### config.mk
export PLATFORM = sky130hd
export DESIGN_NAME = muldiv_unit
export DESIGN_NICKNAME = d
export VERILOG_FILES = /design/src/rtl/muldiv_pkg.sv /design/src/rtl/muldiv_step.sv /design/src/rtl/muldiv_unit.sv
export SDC_FILE = /design/constraint.sdc
export NUM_CORES = 1
export LEC_CHECK = 0
export BUFFER_PORTS_ARGS = -buffer_cell sky130_fd_sc_hd__buf_2
export CAP_MARGIN = 20
export CORE_ASPECT_RATIO = 1.4
export CORE_MARGIN = 8
export CORE_UTILIZATION = 50
export DETAILED_ROUTE_END_ITERATION = 6
export GPL_TIMING_DRIVEN = 1
export PLACE_DENSITY = 0.71
export SYNTH_ARGS = -nofsm -noshare
export SYNTH_HDL_FRONTEND = slang
export SYNTH_SLANG_ARGS = --single-unit
export TNS_END_PERCENT = 100
### constraint.sdc
create_clock -name clk -period 11.3 [get_ports clk]
set_clock_uncertainty 0.1 [all_clocks]
set_input_delay 1.695 -clock clk [delete_from_list [all_inputs] [get_ports clk]]
set_output_delay 1.695 -clock clk [all_outputs]
set_load 0.02 [all_outputs]
### src/rtl/muldiv_pkg.sv
`default_nettype none
// ============================================================================
//  Module   : muldiv_pkg
//  Purpose  : Shared definitions for the iterative multiply/divide unit.
//             ALU opcode constants (shared with the ALU decoder), FSM state
//             encoding and an opcode legality helper.
//  Revision : 1.0  initial release
// ============================================================================
package muldiv_pkg;

    localparam logic [5:0] ALU_OPCODE_MUL  = 6'd3;
    localparam logic [5:0] ALU_OPCODE_DIV  = 6'd10;
    localparam logic [5:0] ALU_OPCODE_DIVU = 6'd13;
    localparam logic [5:0] ALU_OPCODE_REM  = 6'd15;
    localparam logic [5:0] ALU_OPCODE_REMU = 6'd17;

    typedef enum logic [2:0] {
        IDLE = 3'd0,
        MUL  = 3'd1,
        DIV  = 3'd2,
        FIX  = 3'd3,
        DONE = 3'd4
    } state_t;

    function automatic logic op_is_legal(input logic [5:0] op);
        return (op == ALU_OPCODE_MUL)  || (op == ALU_OPCODE_DIV) ||
               (op == ALU_OPCODE_DIVU) || (op == ALU_OPCODE_REM) ||
               (op == ALU_OPCODE_REMU);
    endfunction

endpackage
`default_nettype wire

### src/rtl/muldiv_step.sv
`default_nettype none
// ============================================================================
//  Module   : muldiv_step
//  Purpose  : One combinational iteration of the multiply/divide datapath.
//             mul mode : acc += a if b[0]; a <<= 1; b >>= 1
//             div mode : restoring step; acc is the partial remainder, a is
//                        the dividend being shifted out / quotient shifted in,
//                        b is the divisor magnitude (unchanged).
//  Ports    : div_mode_i        select restoring-divide step
//             acc_i/a_i/b_i     current datapath registers
//             acc_o/a_o/b_o     next datapath values
//  Revision : 1.0  initial release
// ============================================================================
module muldiv_step
    import muldiv_pkg::*;
#(
    parameter int XLEN = 64
) (
    input  logic            div_mode_i,
    input  logic [XLEN-1:0] acc_i,
    input  logic [XLEN-1:0] a_i,
    input  logic [XLEN-1:0] b_i,
    output logic [XLEN-1:0] acc_o,
    output logic [XLEN-1:0] a_o,
    output logic [XLEN-1:0] b_o
);

    logic [XLEN-1:0] w_sum;
    logic [XLEN:0]   w_rem_sh;
    logic [XLEN:0]   w_diff;

    assign w_sum    = acc_i + a_i;
    // Partial remainder is kept below the divisor, so the shifted value fits
    // in XLEN+1 bits and the top bit of the difference is the borrow.
    assign w_rem_sh = {acc_i, a_i[XLEN-1]};
    assign w_diff   = w_rem_sh - {1'b0, b_i};

    always_comb begin
        acc_o = acc_i;
        a_o   = a_i;
        b_o   = b_i;
        if (div_mode_i) begin
            if (!w_diff[XLEN]) begin
                acc_o = w_diff[XLEN-1:0];
                a_o   = {a_i[XLEN-2:0], 1'b1};
            end else begin
                acc_o = w_rem_sh[XLEN-1:0];
                a_o   = {a_i[XLEN-2:0], 1'b0};
            end
        end else begin
            if (b_i[0]) begin
                acc_o = w_sum;
            end
            a_o = {a_i[XLEN-2:0], 1'b0};
            b_o = {1'b0, b_i[XLEN-1:1]};
        end
    end

endmodule
`default_nettype wire

### src/rtl/muldiv_unit.sv
`default_nettype none
// ============================================================================
//  Module   : muldiv_unit
//  Purpose  : Iterative multiply / divide / remainder unit with RISC-V M
//             semantics for divide-by-zero and signed overflow. One operation
//             in flight; XLEN iteration steps plus one sign-fix cycle.
//  Ports    : clk, rst (async, active-low)
//             in_valid/in_ready/in_op/in_a/in_b   request handshake
//             kill                                abort in-flight operation
//             out_valid/out_result/out_err        registered completion
//  Revision : 1.0  initial release
// ============================================================================
module muldiv_unit
    import muldiv_pkg::*;
#(
    parameter int XLEN  = 64,
    parameter int CNT_W = $clog2(XLEN) + 1
) (
    input  logic            clk,
    input  logic            rst,
    input  logic            in_valid,
    output logic            in_ready,
    input  logic [5:0]      in_op,
    input  logic [XLEN-1:0] in_a,
    input  logic [XLEN-1:0] in_b,
    input  logic            kill,
    output logic            out_valid,
    output logic [XLEN-1:0] out_result,
    output logic            out_err
);

    localparam logic [XLEN-1:0] MIN_VAL = {1'b1, {(XLEN-1){1'b0}}};

    state_t            state_q, state_d;
    logic [CNT_W-1:0]  cnt_q, cnt_d;
    logic [XLEN-1:0]   acc_q, acc_d;
    logic [XLEN-1:0]   a_q, a_d;
    logic [XLEN-1:0]   b_q, b_d;
    logic              is_div_q, is_div_d;
    logic              is_rem_q, is_rem_d;
    logic              neg_quo_q, neg_quo_d;
    logic              neg_rem_q, neg_rem_d;
    // spec_q: DONE was entered straight from accept; acc_q holds the result
    // and it is presented one cycle later.
    logic              spec_q, spec_d;
    logic              spec_err_q, spec_err_d;
    logic              out_valid_q, out_valid_d;
    logic [XLEN-1:0]   out_result_q, out_result_d;
    logic              out_err_q, out_err_d;

    logic              w_accept, w_legal, w_op_mul, w_op_signed, w_op_rem;
    logic              w_a_neg, w_b_neg, w_div_zero, w_ovf, w_special;
    logic [XLEN-1:0]   w_a_mag, w_b_mag, w_spec_res;
    logic [XLEN-1:0]   w_acc, w_a, w_b;

    assign in_ready    = (state_q == IDLE) || (state_q == DONE);
    assign w_accept    = in_valid && in_ready && !kill;
    assign w_legal     = op_is_legal(in_op);
    assign w_op_mul    = (in_op == ALU_OPCODE_MUL);
    assign w_op_signed = (in_op == ALU_OPCODE_DIV) || (in_op == ALU_OPCODE_REM);
    assign w_op_rem    = (in_op == ALU_OPCODE_REM) || (in_op == ALU_OPCODE_REMU);
    assign w_a_neg     = w_op_signed && in_a[XLEN-1];
    assign w_b_neg     = w_op_signed && in_b[XLEN-1];
    assign w_a_mag     = w_a_neg ? -in_a : in_a;
    assign w_b_mag     = w_b_neg ? -in_b : in_b;
    assign w_div_zero  = !w_op_mul && (in_b == '0);
    assign w_ovf       = w_op_signed && (in_a == MIN_VAL) && (in_b == '1);
    assign w_special   = !w_legal || w_div_zero || w_ovf;

    always_comb begin
        w_spec_res = '0;
        if (!w_legal) begin
            w_spec_res = '0;
        end else if (w_div_zero) begin
            w_spec_res = w_op_rem ? in_a : '1;
        end else if (w_ovf) begin
            w_spec_res = w_op_rem ? '0 : MIN_VAL;
        end
    end

    muldiv_step #(.XLEN(XLEN)) u_step (
        .div_mode_i (is_div_q),
        .acc_i      (acc_q),
        .a_i        (a_q),
        .b_i        (b_q),
        .acc_o      (w_acc),
        .a_o        (w_a),
        .b_o        (w_b)
    );

    always_comb begin
        state_d      = state_q;
        cnt_d        = cnt_q;
        acc_d        = acc_q;
        a_d          = a_q;
        b_d          = b_q;
        is_div_d     = is_div_q;
        is_rem_d     = is_rem_q;
        neg_quo_d    = neg_quo_q;
        neg_rem_d    = neg_rem_q;
        spec_d       = spec_q;
        spec_err_d   = spec_err_q;
        out_valid_d  = 1'b0;
        out_result_d = out_result_q;
        out_err_d    = out_err_q;

        case (state_q)
            IDLE: state_d = IDLE;
            MUL, DIV: begin
                acc_d = w_acc;
                a_d   = w_a;
                b_d   = w_b;
                cnt_d = cnt_q - 1'b1;
                if (cnt_q == CNT_W'(1)) begin
                    state_d = FIX;
                end
            end
            FIX: begin
                out_valid_d = 1'b1;
                out_err_d   = 1'b0;
                if (!is_div_q) begin
                    out_result_d = acc_q;
                end else if (is_rem_q) begin
                    out_result_d = neg_rem_q ? -acc_q : acc_q;
                end else begin
                    out_result_d = neg_quo_q ? -a_q : a_q;
                end
                state_d = DONE;
            end
            DONE: begin
                if (spec_q) begin
                    out_valid_d  = 1'b1;
                    out_result_d = acc_q;
                    out_err_d    = spec_err_q;
                end
                spec_d  = 1'b0;
                state_d = IDLE;
            end
            default: state_d = IDLE;
        endcase

        // Accept overrides the datapath load; the DONE emission above only
        // touches the output registers, so back-to-back issue is safe.
        if (w_accept) begin
            spec_d     = w_special;
            spec_err_d = !w_legal;
            acc_d      = w_special ? w_spec_res : '0;
            a_d        = w_op_mul ? in_a : w_a_mag;
            b_d        = w_op_mul ? in_b : w_b_mag;
            is_div_d   = !w_op_mul;
            is_rem_d   = w_op_rem;
            neg_quo_d  = w_a_neg ^ w_b_neg;
            neg_rem_d  = w_a_neg;
            cnt_d      = CNT_W'(XLEN);
            if (w_special) begin
                state_d = DONE;
            end else begin
                state_d = w_op_mul ? MUL : DIV;
            end
        end

        if (kill) begin
            state_d      = IDLE;
            spec_d       = 1'b0;
            out_valid_d  = 1'b0;
            out_result_d = out_result_q;
            out_err_d    = out_err_q;
        end
    end

    always_ff @(posedge clk or negedge rst) begin
        if (!rst) begin
            state_q      <= IDLE;
            cnt_q        <= '0;
            acc_q        <= '0;
            a_q          <= '0;
            b_q          <= '0;
            is_div_q     <= 1'b0;
            is_rem_q     <= 1'b0;
            neg_quo_q    <= 1'b0;
            neg_rem_q    <= 1'b0;
            spec_q       <= 1'b0;
            spec_err_q   <= 1'b0;
            out_valid_q  <= 1'b0;
            out_result_q <= '0;
            out_err_q    <= 1'b0;
        end else begin
            state_q      <= state_d;
            cnt_q        <= cnt_d;
            acc_q        <= acc_d;
            a_q          <= a_d;
            b_q          <= b_d;
            is_div_q     <= is_div_d;
            is_rem_q     <= is_rem_d;
            neg_quo_q    <= neg_quo_d;
            neg_rem_q    <= neg_rem_d;
            spec_q       <= spec_d;
            spec_err_q   <= spec_err_d;
            out_valid_q  <= out_valid_d;
            out_result_q <= out_result_d;
            out_err_q    <= out_err_d;
        end
    end

    assign out_valid  = out_valid_q;
    assign out_result = out_result_q;
    assign out_err    = out_err_q;

endmodule
`default_nettype wire

==> impl_metrics.csv, run 1 <==
group,metric,value,unit
setup_path,arrival,5.92,ns
power_and_ir_drop,intPower,4.73,mW
power_and_ir_drop,sw_frac_of_total,54.1,%
placed_design,placed_cell_area,29000,µm²
clock_tree,cts_tree,"done",
drt,wire_per_inst,21.3,µm
drt,vias,29000,
grt,grt.overflow.total,0,
clock_tree,cts_hold_buf,0,
floorplan,rows,102,
logic_synthesis,synth_top_cell_by_area,"dfrtp_1",
timing,whs,0.372,ns
timing,fmax,0.179,GHz
logic_synthesis,netlist_instances,3852,
clock_tree,htree_num_levels,1,
hold_path,hp-start,"out_result[40]",
logic_synthesis,synth.net_count,4126,
drt,ant_nets,0,
clock_tree,clockRootBuffer,"clkbuf_16",
logic_synthesis,yosys_warnings,0,
power_and_ir_drop,peakVddDrop,301,µV
power_and_ir_drop,pwr-share-seq,21.3,%
floorplan,start_util,50.3,%
floorplan,die_x,215,µm
setup_path,path_common_cell,"a211oi_1",
clock_tree,cts_setup_buffers,0,
clock_tree,clkLatencyLatePin,0.59,ns
power_and_ir_drop,cellPowerDensity,345,nW/µm²
final_layout,seqCellArea,6860,µm²
final_layout,final_common_cell,"nand2_1",
setup_path,regToRegStartpoint,"acc_q[0]",
floorplan,ios,205,
logic_synthesis,synth.avg_cell_area,7.18,µm²
drt,via_per_inst,6.25,
timing,tightest_slew,1.12,ns
run_status,status,"completed",
logic_synthesis,yosys-top-cells-area,"dfrtp_1, nand2_1, o21ai_0, a21oi_1, ha_1",
hold_path,min_to,"out_result[40]",
power_and_ir_drop,clock_power_share,9.4,%
timing,rsz0062_at_grt,"false",
floorplan,fp.coreArea,55000,µm²
setup_path,path_buf_inv,2,
setup_path,crit_required,11.64,ns
power_and_ir_drop,power,10.3,mW
setup_path,rr_worst_depth,13,
hold_path,hold_path_class,"flip-flop to flip-flop",
grt,grt_util_all_layers,29.8,%
grt,grt_pass1_vias,26800,
drt,wirelength,98500,µm
final_layout,finish.instance_area,29900,µm²
clock_tree,cts_resized,0,
logic_synthesis,netlist.area_leader.share,24.8,%
drt,first_pass_iters,6,
placed_design,portBuffers,204,
timing,drv_slew,0,
final_layout,utilization,54.4,%
clock_tree,cts.path.max_buffers,3,
timing,final.setup.tns,0,ns
setup_path,cp_top_family,"compound AO/OA/AOI/OAI gates",
hold_path,whs_path_depth,2,
logic_synthesis,yosysSeqAreaShare,24.8,%
logic_synthesis,syn_area,27700,µm²
setup_path,path_cells,"inv_1 > fa_1 > nand2b_1 > a211oi_1 > o21bai_1 > a211oi_1 > nor3_1 > o2111a_1 > nor3_4 > buf_4 > mux2_2 > a211oi_1 > a31oi_1",
placed_design,place_congestion,0.982,
timing,hold_viol,0,
drt,drc,0,
power_and_ir_drop,static-leakage-power,12.4,nW
floorplan,die_h,294,µm
final_layout,multiInputGateArea,19400,µm²
clock_tree,cts_buffers,29,
clock_tree,clock_sinks,274,
grt,antenna_found_initial,17,
placed_design,hpwl,77700,µm
final_layout,final_cell_mix,"nand2_1, o21ai_0, nor2_1",
clock_tree,clkSlewWorstSetupHoldPaths,0.07,ns
final_layout,nNetsFinal,4153,
timing,setup_viol,0,
timing,relSlewSlack,24.7,%
setup_path,worst_setup_path_end_kind,"flip-flop",
setup_path,r2r_slack,5.72,ns
logic_synthesis,synth_ff_type,"dfrtp_1",
logic_synthesis,async_flop_share,100,%
timing,timing.final.crit_share,49.4,%
timing,period_minus_slack,5.58,ns
final_layout,synthToLayoutAreaGrowth,8.15,%
setup_path,critical-path-slowest-cell,"nor3_4",
logic_synthesis,ys_types,95,
drt,dr.first_iter.drc_count,2879,
setup_path,crit_type,"flip-flop to flip-flop",
setup_path,cp_max_fo,57,
setup_path,crit_start,"acc_q[0]",
setup_path,r2r-end,"acc_q[36]",
setup_path,start_kind,"flip-flop",
floorplan,die_area,63200,µm²
final_layout,fillers,5546,
grt,grt_max_degree,113,
grt,grt_pass1_wl,153000,µm
logic_synthesis,synth-edff-count,0,
final_layout,layout-drive-gt1-share,9.39,%
power_and_ir_drop,comb_power_share,69.3,%
logic_synthesis,ys_seq_elements,274,
run,maxCapViolCount,0,
power_and_ir_drop,switchingPower,5.58,mW
setup_path,slowest_delay,0.78,ns
layer usage:
| layer | routed length [µm] | up-vias | track usage (%) | part of all wire [%] |
|---|---|---|---|---|
| li1 | - | 14000 | - | - |
| met2 | 43300 | 1294 | 46.8 | 44 |
| met4 | 5290 | 10 | 14.7 | 5.4 |
| met3 | 8560 | 222 | 4.20 | 8.7 |
| met5 | 69 | - | 0 | 0.070 |
| met1 | 41300 | 13400 | 40.0 | 42 |
final cells by class:
cell class	count	share of cell area [%]
Inverter	128	1.61
Clock buffer	38	2.67
Timing Repair Buffer	239	4.32
Multi-Input combinational cell	3207	65.0
Antenna cell	12	0.100
Sequential cell	274	22.9
Tap cell	728	3.05
Clock inverter	10	0.360
state kept, by name, summed over array words and instances (netlist names):
name,flops
neg_rem_q,1
b_q,64
out_result,64
state_q,3
out_valid,1
spec_err_q,1
cnt_q,7
is_rem_q,1
a_q,64
acc_q,64
out_err,1
is_div_q,1
neg_quo_q,1
spec_q,1
power by group through the flow:
stage,Sequential [mW],Combinational (mW),Clock (mW)
floorplan,2.01,5.24,0
CTS,2.17,7.01,0.976
finish,2.20,7.15,0.965
global route,2.26,7.87,1.01
global placement,2.17,6.95,0
detailed placement,2.19,6.97,0
how the worst max path moves through the flow:
stage | end | cells after the start
2_1_floorplan | a_q[55] | 11
3_3_place_gp | acc_q[1] | 12
3_5_place_dp | acc_q[1] | 12
4_1_cts | acc_q[36] | 13
5_1_grt | acc_q[7] | 14
6_report | acc_q[36] | 13
cell usage after synthesis (65+ instances only):
master,n
clkbuf_1,207
xor2_1,128
nand4_1,65
inv_1,127
a21o_1,70
o31ai_1,65
nor2_1,379
dfrtp_1,274
a21oi_1,371
a31oi_1,103
ha_1,134
o21ai_0,399
nand2_1,555
xnor2_1,172
nor3_1,92
worst min-delay path: stages (launching register included):
cell and delay, ns:
dfrtp_1 0.34, nand2_1 0.04, o21ai_0 0.05
stage by stage:
step	instances	worst slack, ns
after global placement	4575	5.57
after detailed placement	4575	5.56
final	4636	5.72
after CTS	4623	5.81
after global routing	4632	5.42
after floorplan	3852	6.75
kinds of logic after synthesis:
group           after synthesis  synth area share (%)
simple gates               1396                  23.3
compound gates             1326                  29.2
buf+inv                     371                  5.18
xor+xnor                    300                  9.50
flops                       274                  24.8
fa+ha+maj                   136                  6.21
mux                          49                  1.84
No activity file was read; power rests on OpenSTA's default activity.
==> run 2, diff against run 1 <==
--- a/config.mk
+++ b/config.mk
@@ -12,7 +12,7 @@
 export CORE_UTILIZATION = 50
 export DETAILED_ROUTE_END_ITERATION = 6
 export GPL_TIMING_DRIVEN = 1
-export PLACE_DENSITY = 0.71
+export PLACE_DENSITY = 0.74
 export SYNTH_ARGS = -nofsm -noshare
 export SYNTH_HDL_FRONTEND = slang
 export SYNTH_SLANG_ARGS = --single-unit
==> constraint.sdc (replaced) <==
create_clock -name clk -period 5 [get_ports clk]
set_clock_uncertainty 0.1 [all_clocks]
set_input_delay 0.75 -clock clk [delete_from_list [all_inputs] [get_ports clk]]
set_output_delay 0.75 -clock clk [all_outputs]
set_load 0.02 [all_outputs]
==> run 2 against run 1 <==
  * Fmax increased by 24%
  * Sequential cell count unchanged
  * Wire length decreased by 0.28%
  * Utilization increased by 0.62 points
  * Total power increased by 130%
  * Critical path depth increased by 3
==> impl_metrics.csv, run 2 (synthesized netlist as in run 1, its figures left out) <==
group,metric,value,unit
run_status,status,"completed",
timing,final.setup.tns,0,ns
drt,dr.first_iter.drc_count,2629,
setup_path,critical-path-slowest-cell,"dfrtp_1",
clock_tree,cts_resized,0,
drt,wire_per_inst,21.0,µm
setup_path,start_kind,"flip-flop",
setup_path,worst_setup_path_end_kind,"flip-flop",
drt,wirelength,98300,µm
clock_tree,htree_num_levels,1,
timing,fmax,0.223,GHz
timing,timing.final.crit_share,89.7,%
timing,worst_slack,0.516,ns
grt,grt_pass1_vias,27000,
timing,relSlewSlack,28.2,%
floorplan,die_area,63200,µm²
drt,drc,0,
setup_path,crit_start,"a_q[63]",
run,maxCapViolCount,0,
setup_path,arrival,4.85,ns
final_layout,nNetsFinal,4191,
floorplan,die_x,215,µm
placed_design,dpl_worst_slack,0.668,ns
setup_path,regToRegStartpoint,"a_q[63]",
clock_tree,clock_sinks,274,
power_and_ir_drop,static-leakage-power,12.6,nW
setup_path,crit_type,"flip-flop to flip-flop",
setup_path,path_cells,"inv_1 > ha_1 > fa_1 > nand2b_1 > a211oi_1 > o21bai_1 > a211oi_1 > buf_4 > nor3_1 > o2111a_1 > nor3_4 > buf_12 > buf_4 > mux2_2 > o22ai_1 > a21oi_1",
final_layout,final_common_cell,"nand2_1",
placed_design,portBuffers,204,
timing,drv_slew,0,
drt,ant_nets,0,
grt,use_met2,46.8,%
clock_tree,cts_buffers,29,
timing,hold_viol,0,
placed_design,place_congestion,1.01,
grt,met1_usage,39.7,%
hold_path,hold_path_class,"input pin to asynchronous set/reset pin",
setup_path,cp_top_family,"compound AO/OA/AOI/OAI gates",
drt,first_pass_iters,6,
placed_design,hpwl,78200,µm
power_and_ir_drop,cellPowerDensity,777,nW/µm²
final_layout,synthToLayoutAreaGrowth,9.38,%
setup_path,path_buf_inv,4,
grt,grt_util_all_layers,29.7,%
grt,grt_max_degree,98,
floorplan,ios,205,
final_layout,final_cell_mix,"nand2_1, o21ai_0, nor2_1",
setup_path,slowest_delay,0.60,ns
drt,vias,28900,
clock_tree,cts_tree,"done",
clock_tree,clockRootBuffer,"clkbuf_16",
clock_tree,clkLatencyLatePin,0.60,ns
clock_tree,cts.path.max_buffers,3,
floorplan,fp.coreArea,55000,µm²
grt,grt_pass1_wl,153000,µm
timing,setup_viol,0,
grt,grt.overflow.total,0,
timing,period_minus_slack,4.48,ns
power_and_ir_drop,peakVddDrop,583,µV
drt,via_per_inst,6.19,
setup_path,cp_max_fo,51,
setup_path,crit_required,5.37,ns
grt,top_usage_layer,"met2",
final_layout,layout-drive-gt1-share,10.3,%
clock_tree,cts_hold_buf,0,
grt,antenna_found_initial,10,
clock_tree,cts_setup_buffers,0,
floorplan,die_h,294,µm
timing,rsz0062_at_grt,"false",
grt,grt_use_met3,4.10,%
floorplan,rows,102,
timing,tightest_slew,1.07,ns
clock_tree,clkSlewWorstSetupHoldPaths,0.07,ns
floorplan,start_util,50.3,%
-- run 2: changes by cell type in the layout (fill, tap and decap cells not counted), moves of 2 or more --
cell	previous run	this run
clkbuf_8	4	6
clkbuf_1	5	8
buf_4	34	69
diode_2	12	9
buf_12	0	3
-- run 2: final timing paths --
| check | end | slack [ns] | cells after the start |
|---|---|---|---|
| min in group clk | state_q[2] | 0.32 | 2 |
| max reg2reg | acc_q[46] | 0.52 | 16 |
| max | acc_q[46] | 0.52 | 16 |
| min | b_q[5] | 0.07 | 1 |
| max in group asynchronous | out_result[53] | 3.55 | 2 |
| min reg2reg | out_result[41] | 0.37 | 2 |
-- run 2: layout make-up --
class	instances	area, µm²
tap	728	911
clock inverter	8	71.3
sequential	274	6860
inverter	128	480
multi-input combinational	3207	19400
timing repair buffer	277	1640
antenna	9	22.5
fill	5552	24800
clock buffer	43	838
-- run 2: worst register-to-register path, cell delays in order (launching register included) --
cell	delay, ns
dfrtp_1	0.60
inv_1	0.11
ha_1	0.26
fa_1	0.40
nand2b_1	0.24
a211oi_1	0.32
o21bai_1	0.20
a211oi_1	0.27
buf_4	0.18
nor3_1	0.08
o2111a_1	0.30
nor3_4	0.22
buf_12	0.28
buf_4	0.23
mux2_2	0.35
o22ai_1	0.15
a21oi_1	0.06
-- run 2: power by group --
part	switching, mW	internal, mW
logic	10.1	6.41
registers	1.59	3.26
clock network	0.962	1.20
total	12.7	10.9
-- run 2: layer usage --
metal  vias up  wire, µm
li1      14100         -
met1     13400     41700
met5         -        28
met2      1212     43600
met3       235      7830
met4         4      5130
-- run 2: through the flow --
step	cells	total power, mW	hold WS, ns	utilization [%]	instance area, µm²
detailed placement	4613	20.9	0.366	53.3	29300
CTS	4664	23.2	0.0950	54.9	30200
global placement	4613	20.8	0.357	53.3	29300
floorplan	3852	16.4	0.350	-	27700
global route	4668	25.4	0.143	55.0	30200
finish	4674	23.5	0.0750	55.0	30300
